==> config.mk <==
export PLATFORM = sky130hd
export DESIGN_NAME = pwm_bank_manager
export DESIGN_NICKNAME = d
export VERILOG_FILES = /design/src/rtl/pwm_bank_manager.sv
export SDC_FILE = /design/constraint.sdc
export NUM_CORES = 1
export LEC_CHECK = 0
export ABC_AREA = 1
export CORE_ASPECT_RATIO = 1.4
export CORE_MARGIN = 2
export CORE_UTILIZATION = 35
export CTS_CLUSTER_DIAMETER = 150
export DETAILED_ROUTE_END_ITERATION = 8
export HOLD_SLACK_MARGIN = 0.06
export MAX_ROUTING_LAYER = met4
export PLACE_DENSITY = 0.51
export SYNTH_ARGS = -nofsm -noshare
export SYNTH_HDL_FRONTEND = slang
export SYNTH_SLANG_ARGS = --single-unit
==> constraint.sdc <==
create_clock -name clk -period 2.2 [get_ports clk]
set_input_delay 0.44 -clock clk [delete_from_list [all_inputs] [get_ports clk]]
set_output_delay 0.44 -clock clk [all_outputs]
set_load 0.05 [all_outputs]
==> src/rtl/pwm_bank_manager.sv <==
// pwm_bank_manager: address-decoded bank of N_CH double-buffered PWM channels.
//
// Ports:
//   clk, rst_n    - system clock (rising edge), async active-low reset
//   addr          - byte address: [31:29] block prefix, [7:4] channel, [3:2] register
//   data_in       - write data
//   write_enable  - write strobe, one cycle per access
//   read_enable   - read strobe, one cycle per access
//   data_out      - read data, registered (valid the cycle after read_enable)
//   read_valid    - one-cycle pulse qualifying data_out
//   pwm_out       - per-channel PWM outputs, registered
//
// Register map per channel (addr[3:2]): 0=ON, 1=OFF, 2=CTRL {pol,en}, 3=STATUS (RO).

// pwm_channel: one PWM lane. Holds the shadow ON/OFF/CTRL registers, the
// active OFF copy for the running period, and the IDLE/HIGH/LOW sequencer.
//
// Ports:
//   clk, rst_n         - clock, async active-low reset
//   wr_on/wr_off/wr_ctrl - write strobes for the shadow registers
//   wval, wctrl        - count value for ON/OFF, {pol,en} for CTRL
//   sh_on, sh_off      - shadow values for readback
//   en, pol            - control bits
//   state_o, raw, period_end - status fields
//   pwm_out            - registered output (raw ^ pol)
module pwm_channel #(
    parameter int CNT_W = 16
) (
    input  logic             clk,
    input  logic             rst_n,
    input  logic             wr_on,
    input  logic             wr_off,
    input  logic             wr_ctrl,
    input  logic [CNT_W-1:0] wval,
    input  logic [1:0]       wctrl,
    output logic [CNT_W-1:0] sh_on,
    output logic [CNT_W-1:0] sh_off,
    output logic             en,
    output logic             pol,
    output logic [1:0]       state_o,
    output logic             raw,
    output logic             period_end,
    output logic             pwm_out
);
    typedef enum logic [1:0] {IDLE = 2'd0, HIGH = 2'd1, LOW = 2'd2} st_t;

    st_t              state;
    logic [CNT_W-1:0] cnt;      // cycles left in current phase, counts down to 1
    logic [CNT_W-1:0] act_off;  // OFF length latched at period start
    st_t              ent_state;
    logic [CNT_W-1:0] ent_cnt;

    // Entry rule shared by IDLE and period end: HIGH if ON!=0, else LOW if OFF!=0.
    always_comb begin
        ent_state = IDLE;
        ent_cnt   = '0;
        if (sh_on != '0) begin
            ent_state = HIGH;
            ent_cnt   = sh_on;
        end else if (sh_off != '0) begin
            ent_state = LOW;
            ent_cnt   = sh_off;
        end
    end

    assign raw        = (state == HIGH);
    assign state_o    = state;
    assign period_end = en && (cnt == CNT_W'(1)) &&
                        ((state == LOW) || (state == HIGH && act_off == '0));

    always_ff @(posedge clk or negedge rst_n) begin
        if (!rst_n) begin
            sh_on   <= '0;
            sh_off  <= '0;
            en      <= 1'b0;
            pol     <= 1'b0;
            state   <= IDLE;
            cnt     <= '0;
            act_off <= '0;
            pwm_out <= 1'b0;
        end else begin
            if (wr_on)   sh_on  <= wval;
            if (wr_off)  sh_off <= wval;
            if (wr_ctrl) {pol, en} <= wctrl;

            pwm_out <= raw ^ pol;

            if (!en) begin
                state <= IDLE;
                cnt   <= '0;
            end else begin
                case (state)
                    IDLE: begin
                        state   <= ent_state;
                        cnt     <= ent_cnt;
                        act_off <= sh_off;
                    end
                    HIGH: begin
                        if (cnt != CNT_W'(1)) begin
                            cnt <= cnt - CNT_W'(1);
                        end else if (act_off == '0) begin
                            state   <= ent_state;
                            cnt     <= ent_cnt;
                            act_off <= sh_off;
                        end else begin
                            state <= LOW;
                            cnt   <= act_off;
                        end
                    end
                    LOW: begin
                        if (cnt != CNT_W'(1)) begin
                            cnt <= cnt - CNT_W'(1);
                        end else begin
                            state   <= ent_state;
                            cnt     <= ent_cnt;
                            act_off <= sh_off;
                        end
                    end
                    default: begin
                        state <= IDLE;
                        cnt   <= '0;
                    end
                endcase
            end
        end
    end
endmodule

module pwm_bank_manager #(
    parameter int         N_CH   = 4,
    parameter int         CNT_W  = 16,
    parameter logic [2:0] PREFIX = 3'b001
) (
    input  logic            clk,
    input  logic            rst_n,
    input  logic [31:0]     addr,
    input  logic [31:0]     data_in,
    input  logic            write_enable,
    input  logic            read_enable,
    output logic [31:0]     data_out,
    output logic            read_valid,
    output logic [N_CH-1:0] pwm_out
);
    logic [N_CH-1:0][CNT_W-1:0] sh_on, sh_off;
    logic [N_CH-1:0][1:0]       st;
    logic [N_CH-1:0]            en, pol, raw, pe;

    logic [3:0]  ch_sel;
    logic [1:0]  reg_sel;
    logic        pfx_hit, hit;
    logic [31:0] rd_val;
    logic        unused_ok;

    assign ch_sel  = addr[7:4];
    assign reg_sel = addr[3:2];
    assign pfx_hit = (addr[31:29] == PREFIX);
    assign hit     = pfx_hit && ({1'b0, ch_sel} < 5'(N_CH));
    assign unused_ok = ^{addr[28:8], addr[1:0], data_in};

    for (genvar i = 0; i < N_CH; i++) begin : g_ch
        logic sel;
        assign sel = write_enable && hit && (ch_sel == 4'(i));
        pwm_channel #(.CNT_W(CNT_W)) u_ch (
            .clk        (clk),
            .rst_n      (rst_n),
            .wr_on      (sel && reg_sel == 2'd0),
            .wr_off     (sel && reg_sel == 2'd1),
            .wr_ctrl    (sel && reg_sel == 2'd2),
            .wval       (data_in[CNT_W-1:0]),
            .wctrl      (data_in[1:0]),
            .sh_on      (sh_on[i]),
            .sh_off     (sh_off[i]),
            .en         (en[i]),
            .pol        (pol[i]),
            .state_o    (st[i]),
            .raw        (raw[i]),
            .period_end (pe[i]),
            .pwm_out    (pwm_out[i])
        );
    end

    // Out-of-range channels match no lane and read back as zero.
    always_comb begin
        rd_val = '0;
        for (int i = 0; i < N_CH; i++) begin
            if (ch_sel == 4'(i)) begin
                case (reg_sel)
                    2'd0:    rd_val = 32'(sh_on[i]);
                    2'd1:    rd_val = 32'(sh_off[i]);
                    2'd2:    rd_val = {30'b0, pol[i], en[i]};
                    default: rd_val = {28'b0, st[i], raw[i], pe[i]};
                endcase
            end
        end
    end

    // Registered read port; same-cycle writes land after the sample, so old data is returned.
    always_ff @(posedge clk or negedge rst_n) begin
        if (!rst_n) begin
            data_out   <= '0;
            read_valid <= 1'b0;
        end else begin
            read_valid <= read_enable && pfx_hit;
            if (read_enable) data_out <= pfx_hit ? rd_val : 32'h0;
        end
    end
endmodule

==> implementation parameters <==
Parameter                              Value

STA
  Slew of the pin with the lowest slew margin    0.632 ns
  Worst-case headroom to the max-slew limit    57.8%
  Clock skew    0.0266 ns
  Part of the cycle the worst path needs    97.5%
  Final Critical Period    2.14 ns
  Hold Fails Final Rpt    0
  Top achievable clock speed    466 MHz
  Setup-failing EPs final    0
  Max-slew violation count    0
  Hold Slack    0.380 ns
  Setup repair after global routing missed its margin    no

Logic synthesis
  Part of the Yosys area used for sequential elements    45.5%
  Commonest cells post-synth    550 x sky130_fd_sc_hd__nand2_1, 293 x sky130_fd_sc_hd__dfrtp_1, 246 x sky130_fd_sc_hd__inv_1
  Cells taking the most area after synthesis    sky130_fd_sc_hd__dfrtp_1 46%, sky130_fd_sc_hd__nand2_1 13%, sky130_fd_sc_hd__o21ai_0 6.3%, sky130_fd_sc_hd__inv_1 5.7%, sky130_fd_sc_hd__nand3_1 4.8%
  Count leader, synth    sky130_fd_sc_hd__nand2_1
  Warnings from Yosys    0
  Syn avg cell area    7.60 µm²
  Flops & latches, synth    293
  Primary flip-flop cell chosen by synthesis mapping    sky130_fd_sc_hd__dfrtp_1
  Number of synthesized flops with an enable pin    0
  Number of distinct library cells after synthesis    51
  Area share of the leading cell type in the synthesized netlist    45.5%
  Fraction of registers with async set or reset after synthesis    100%
  Post-synth top area cell    sky130_fd_sc_hd__dfrtp_1
  Post-Synthesis Cells    2118
  Post-synthesis instance area    16100 µm²

Global routing
  Number of global-route vias before repair    14500
  Wire length of the first global-routing pass    83.0 mm
  Pin count of the biggest net entering global routing    68
  Number of antenna violations at the first check in global routing    1
  Total global routing overflow    0
  GRT Util Overall    23.2%

Power and ir drop
  Power share of the sequential group    42.8%
  PD cells    696 nW/µm²
  Proportion of total power due to net switching    28.3%
  Net switching power figure    3.69 mW
  Pwr Total    13.1 mW
  Clk network pwr share    40.7%
  Maximum vdd drop    0.912 mV
  Lkg Pwr    8.97 nW
  Internal cell power    9.36 mW
  Part of the power in combinational logic    16.5%

Worst setup path
  Worst setup path category    flip-flop to output pin
  Startpoint type of the worst setup path    flip-flop
  Critical path required time    1.76 ns
  Worst Path Max Fanout    1
  Arrival time of data at the critical path endpoint    1.70 ns
  CP max stage delay    0.80 ns
  Cell family contributing the most delay on the critical path    buffers and inverters
  Slack of the worst reg-to-reg path    0.17 ns
  Critical R2R Launch    g_ch[2].u_ch.cnt[1]$_DFF_PN0_
  RR Endpoint    g_ch[2].u_ch.cnt[15]$_DFF_PN0_
  Crit path launch    g_ch[0].u_ch.pwm_out$_DFF_PN0_
  Sequence of cells on the critical path    clkdlybuf4s50_1
  Number of buffer and inverter instances along the worst setup path    1
  Slowest cell on the critical path    sky130_fd_sc_hd__clkdlybuf4s50_1
  CP Depth    1
  Critical Path Sink    pwm_out[0]
  Number of cells on the worst reg-to-reg path    13
  Critical Path End Type    output pin

Floorplan
  Die X    185 µm
  Full die area    47800 µm²
  Starting utilization of the core area    35.2%
  Total core area    45700 µm²
  Count of pins on the block boundary    105
  Number of cell rows    93
  Height of the die    258 µm

Clock tree
  Clock latency on the worst-skew pair    0.58 ns
  Postcts setup bufs    0
  Root Buffer Master    sky130_fd_sc_hd__clkbuf_16
  H-tree depth reported by CTS    1
  Maximum clock insertion buffer count    3
  TritonCTS sink count    293
  Clock-pin slew on the worst setup and hold paths    0.06 ns
  Cts bufs inserted    30
  TritonCTS clock tree    built

Cells and area
  # nets final    2270
  Layout cell share with drive strength beyond 1    9.80%
  Final non-filler cell area    18700 µm²
  Area growth from synthesis to final layout    16.4%

Placement
  Gpl congestion    1.04
  Instance area after placement    17700 µm²
  HPWL after DPL    40.4 mm
  Total of buffers placed on input and output ports    49

Route
  Number of nets with antenna violations after detailed routing    0
  Drt first pass iters    6
  Wire length per cell    18.7 µm
  Initial DRC count    1127
  Detail-routed via count per cell    5.07
  DRC violation count after routing    0
  Post-detailed-routing wire length    53.0 mm
  Detailed-route via count    14400

Outcome
  Outcome    complete, no violations

Job
  Number of maximum-capacitance constraint violations    0

Hold path
  Min-delay worst type    input pin to asynchronous set/reset pin
per-stage QoR:
step	setup TNS [ns]	util (%)	setup WS (ns)	cells
after CTS	0	40.9	0.00465	2831
after global placement	-2.75	38.8	-0.410	2778
after detailed placement	-2.78	38.8	-0.399	2778
after floorplan	0	-	0.558	2133
final	0	41.0	0.0554	2833
after global routing	0	41.0	0.00136	2831
how the worst min path moves through the flow:
stage	cells after the start	slack (ns)	endpoint
floorplan	0	0.14	data_out[0]$_DFFE_PN0P_
global placement	1	0.42	g_ch[1].u_ch.sh_off[13]$_DFFE_PN0P_
finish	2	0.38	g_ch[1].u_ch.sh_off[13]$_DFFE_PN0P_
CTS	2	0.40	g_ch[2].u_ch.act_off[2]$_DFFE_PN0P_
detailed placement	1	0.43	g_ch[2].u_ch.act_off[2]$_DFFE_PN0P_
global route	2	0.42	g_ch[2].u_ch.act_off[2]$_DFFE_PN0P_
sequential cells by signal (all words and copies together) (netlist names):
| name | cells |
|---|---|
| g_ch.u_ch.cnt | 64 |
| g_ch.u_ch.pwm_out | 4 |
| g_ch.u_ch.sh_on | 64 |
| g_ch.u_ch.act_off | 64 |
| read_valid | 1 |
| g_ch.u_ch.pol | 4 |
| g_ch.u_ch.sh_off | 64 |
| data_out | 16 |
| g_ch.u_ch.en | 4 |
| g_ch.u_ch.state_o | 8 |
cells in the final DEF (no fill, tap or decap), types with 10 or more instances in the layout:
cell type,Yosys,routed
sky130_fd_sc_hd__nand2_2,11,11
sky130_fd_sc_hd__nand3_2,14,14
sky130_fd_sc_hd__nand2_1,550,549
sky130_fd_sc_hd__o211ai_1,19,19
sky130_fd_sc_hd__xor2_1,30,30
sky130_fd_sc_hd__conb_1,1,16
sky130_fd_sc_hd__inv_1,246,245
sky130_fd_sc_hd__nor2_4,10,10
sky130_fd_sc_hd__a31oi_1,23,23
sky130_fd_sc_hd__inv_2,10,10
sky130_fd_sc_hd__o21ai_1,48,48
sky130_fd_sc_hd__buf_4,30,68
sky130_fd_sc_hd__nor2_2,18,18
sky130_fd_sc_hd__clkbuf_16,0,31
sky130_fd_sc_hd__nor3_1,17,17
sky130_fd_sc_hd__o221ai_1,17,17
sky130_fd_sc_hd__buf_12,1,19
sky130_fd_sc_hd__o22ai_1,42,42
sky130_fd_sc_hd__o21ai_0,203,203
sky130_fd_sc_hd__nor2_1,148,148
sky130_fd_sc_hd__nand4_1,34,34
sky130_fd_sc_hd__a21oi_1,58,58
sky130_fd_sc_hd__nand3_1,155,155
sky130_fd_sc_hd__dfrtp_1,293,293
sky130_fd_sc_hd__clkdlybuf4s50_1,0,31
sky130_fd_sc_hd__dlygate4sd2_1,0,15
per-layer routing:
layer | GRT usage, % | routed length, µm | up-vias
li1 | - | - | 7056
met1 | 28.7 | 22600 | 6917
met2 | 40.5 | 27200 | 312
met3 | 1.89 | 1830 | 74
met4 | 6.28 | 1380 | 0
met5 | - | 0 | -
what timing repair did:
item | 4_1_cts | 5_1_grt
setup endpoints to repair | 15 | 11
pin swaps | 0 | 0
resized for setup | 15 | 4
hold buffers | 1 | 0
hold endpoints to repair | 46 | 0
worst register-to-register path, cell delays in order (launching register included):
cell and delay (ns):
sky130_fd_sc_hd__dfrtp_1 0.37, sky130_fd_sc_hd__inv_1 0.07, sky130_fd_sc_hd__ha_1 0.16, sky130_fd_sc_hd__inv_1 0.05
sky130_fd_sc_hd__nor2_1 0.12, sky130_fd_sc_hd__nand4_1 0.12, sky130_fd_sc_hd__nor2_2 0.20, sky130_fd_sc_hd__nand3_2 0.18
sky130_fd_sc_hd__nand2_4 0.12, sky130_fd_sc_hd__buf_6 0.18, sky130_fd_sc_hd__nand3_1 0.15, sky130_fd_sc_hd__o211ai_1 0.11
sky130_fd_sc_hd__nand2_1 0.09, sky130_fd_sc_hd__inv_1 0.07
cells by family after synthesis:
group / count (synthesis) / synth area share, %
xor+xnor: 39 / 2.12
compound gates: 430 / 15.2
simple gates: 978 / 26.6
fa+ha+maj: 8 / 0.622
buf+inv: 367 / 9.75
other cells: 1 / 0.0233
mux: 2 / 0.140
flops: 293 / 45.5
power by group through the flow:
stage	clock (mW)	sequential [mW]	combinational (mW)
floorplan	0	5.67	1.37
global placement	0	5.68	2.16
global route	5.63	5.60	2.41
CTS	5.44	5.59	2.17
finish	5.31	5.59	2.16
detailed placement	0	5.68	2.17
cell type report:
cell class | count | area [µm²]
fill | 4790 | 27000
clock inverter | 7 | 110
antenna | 2 | 5.00
sequential | 293 | 7330
tap | 617 | 772
clock buffer | 45 | 898
timing repair buffer | 138 | 1390
inverter | 258 | 968
multi-input combinational | 1473 | 7260
(Power assumes the default switching activity.)
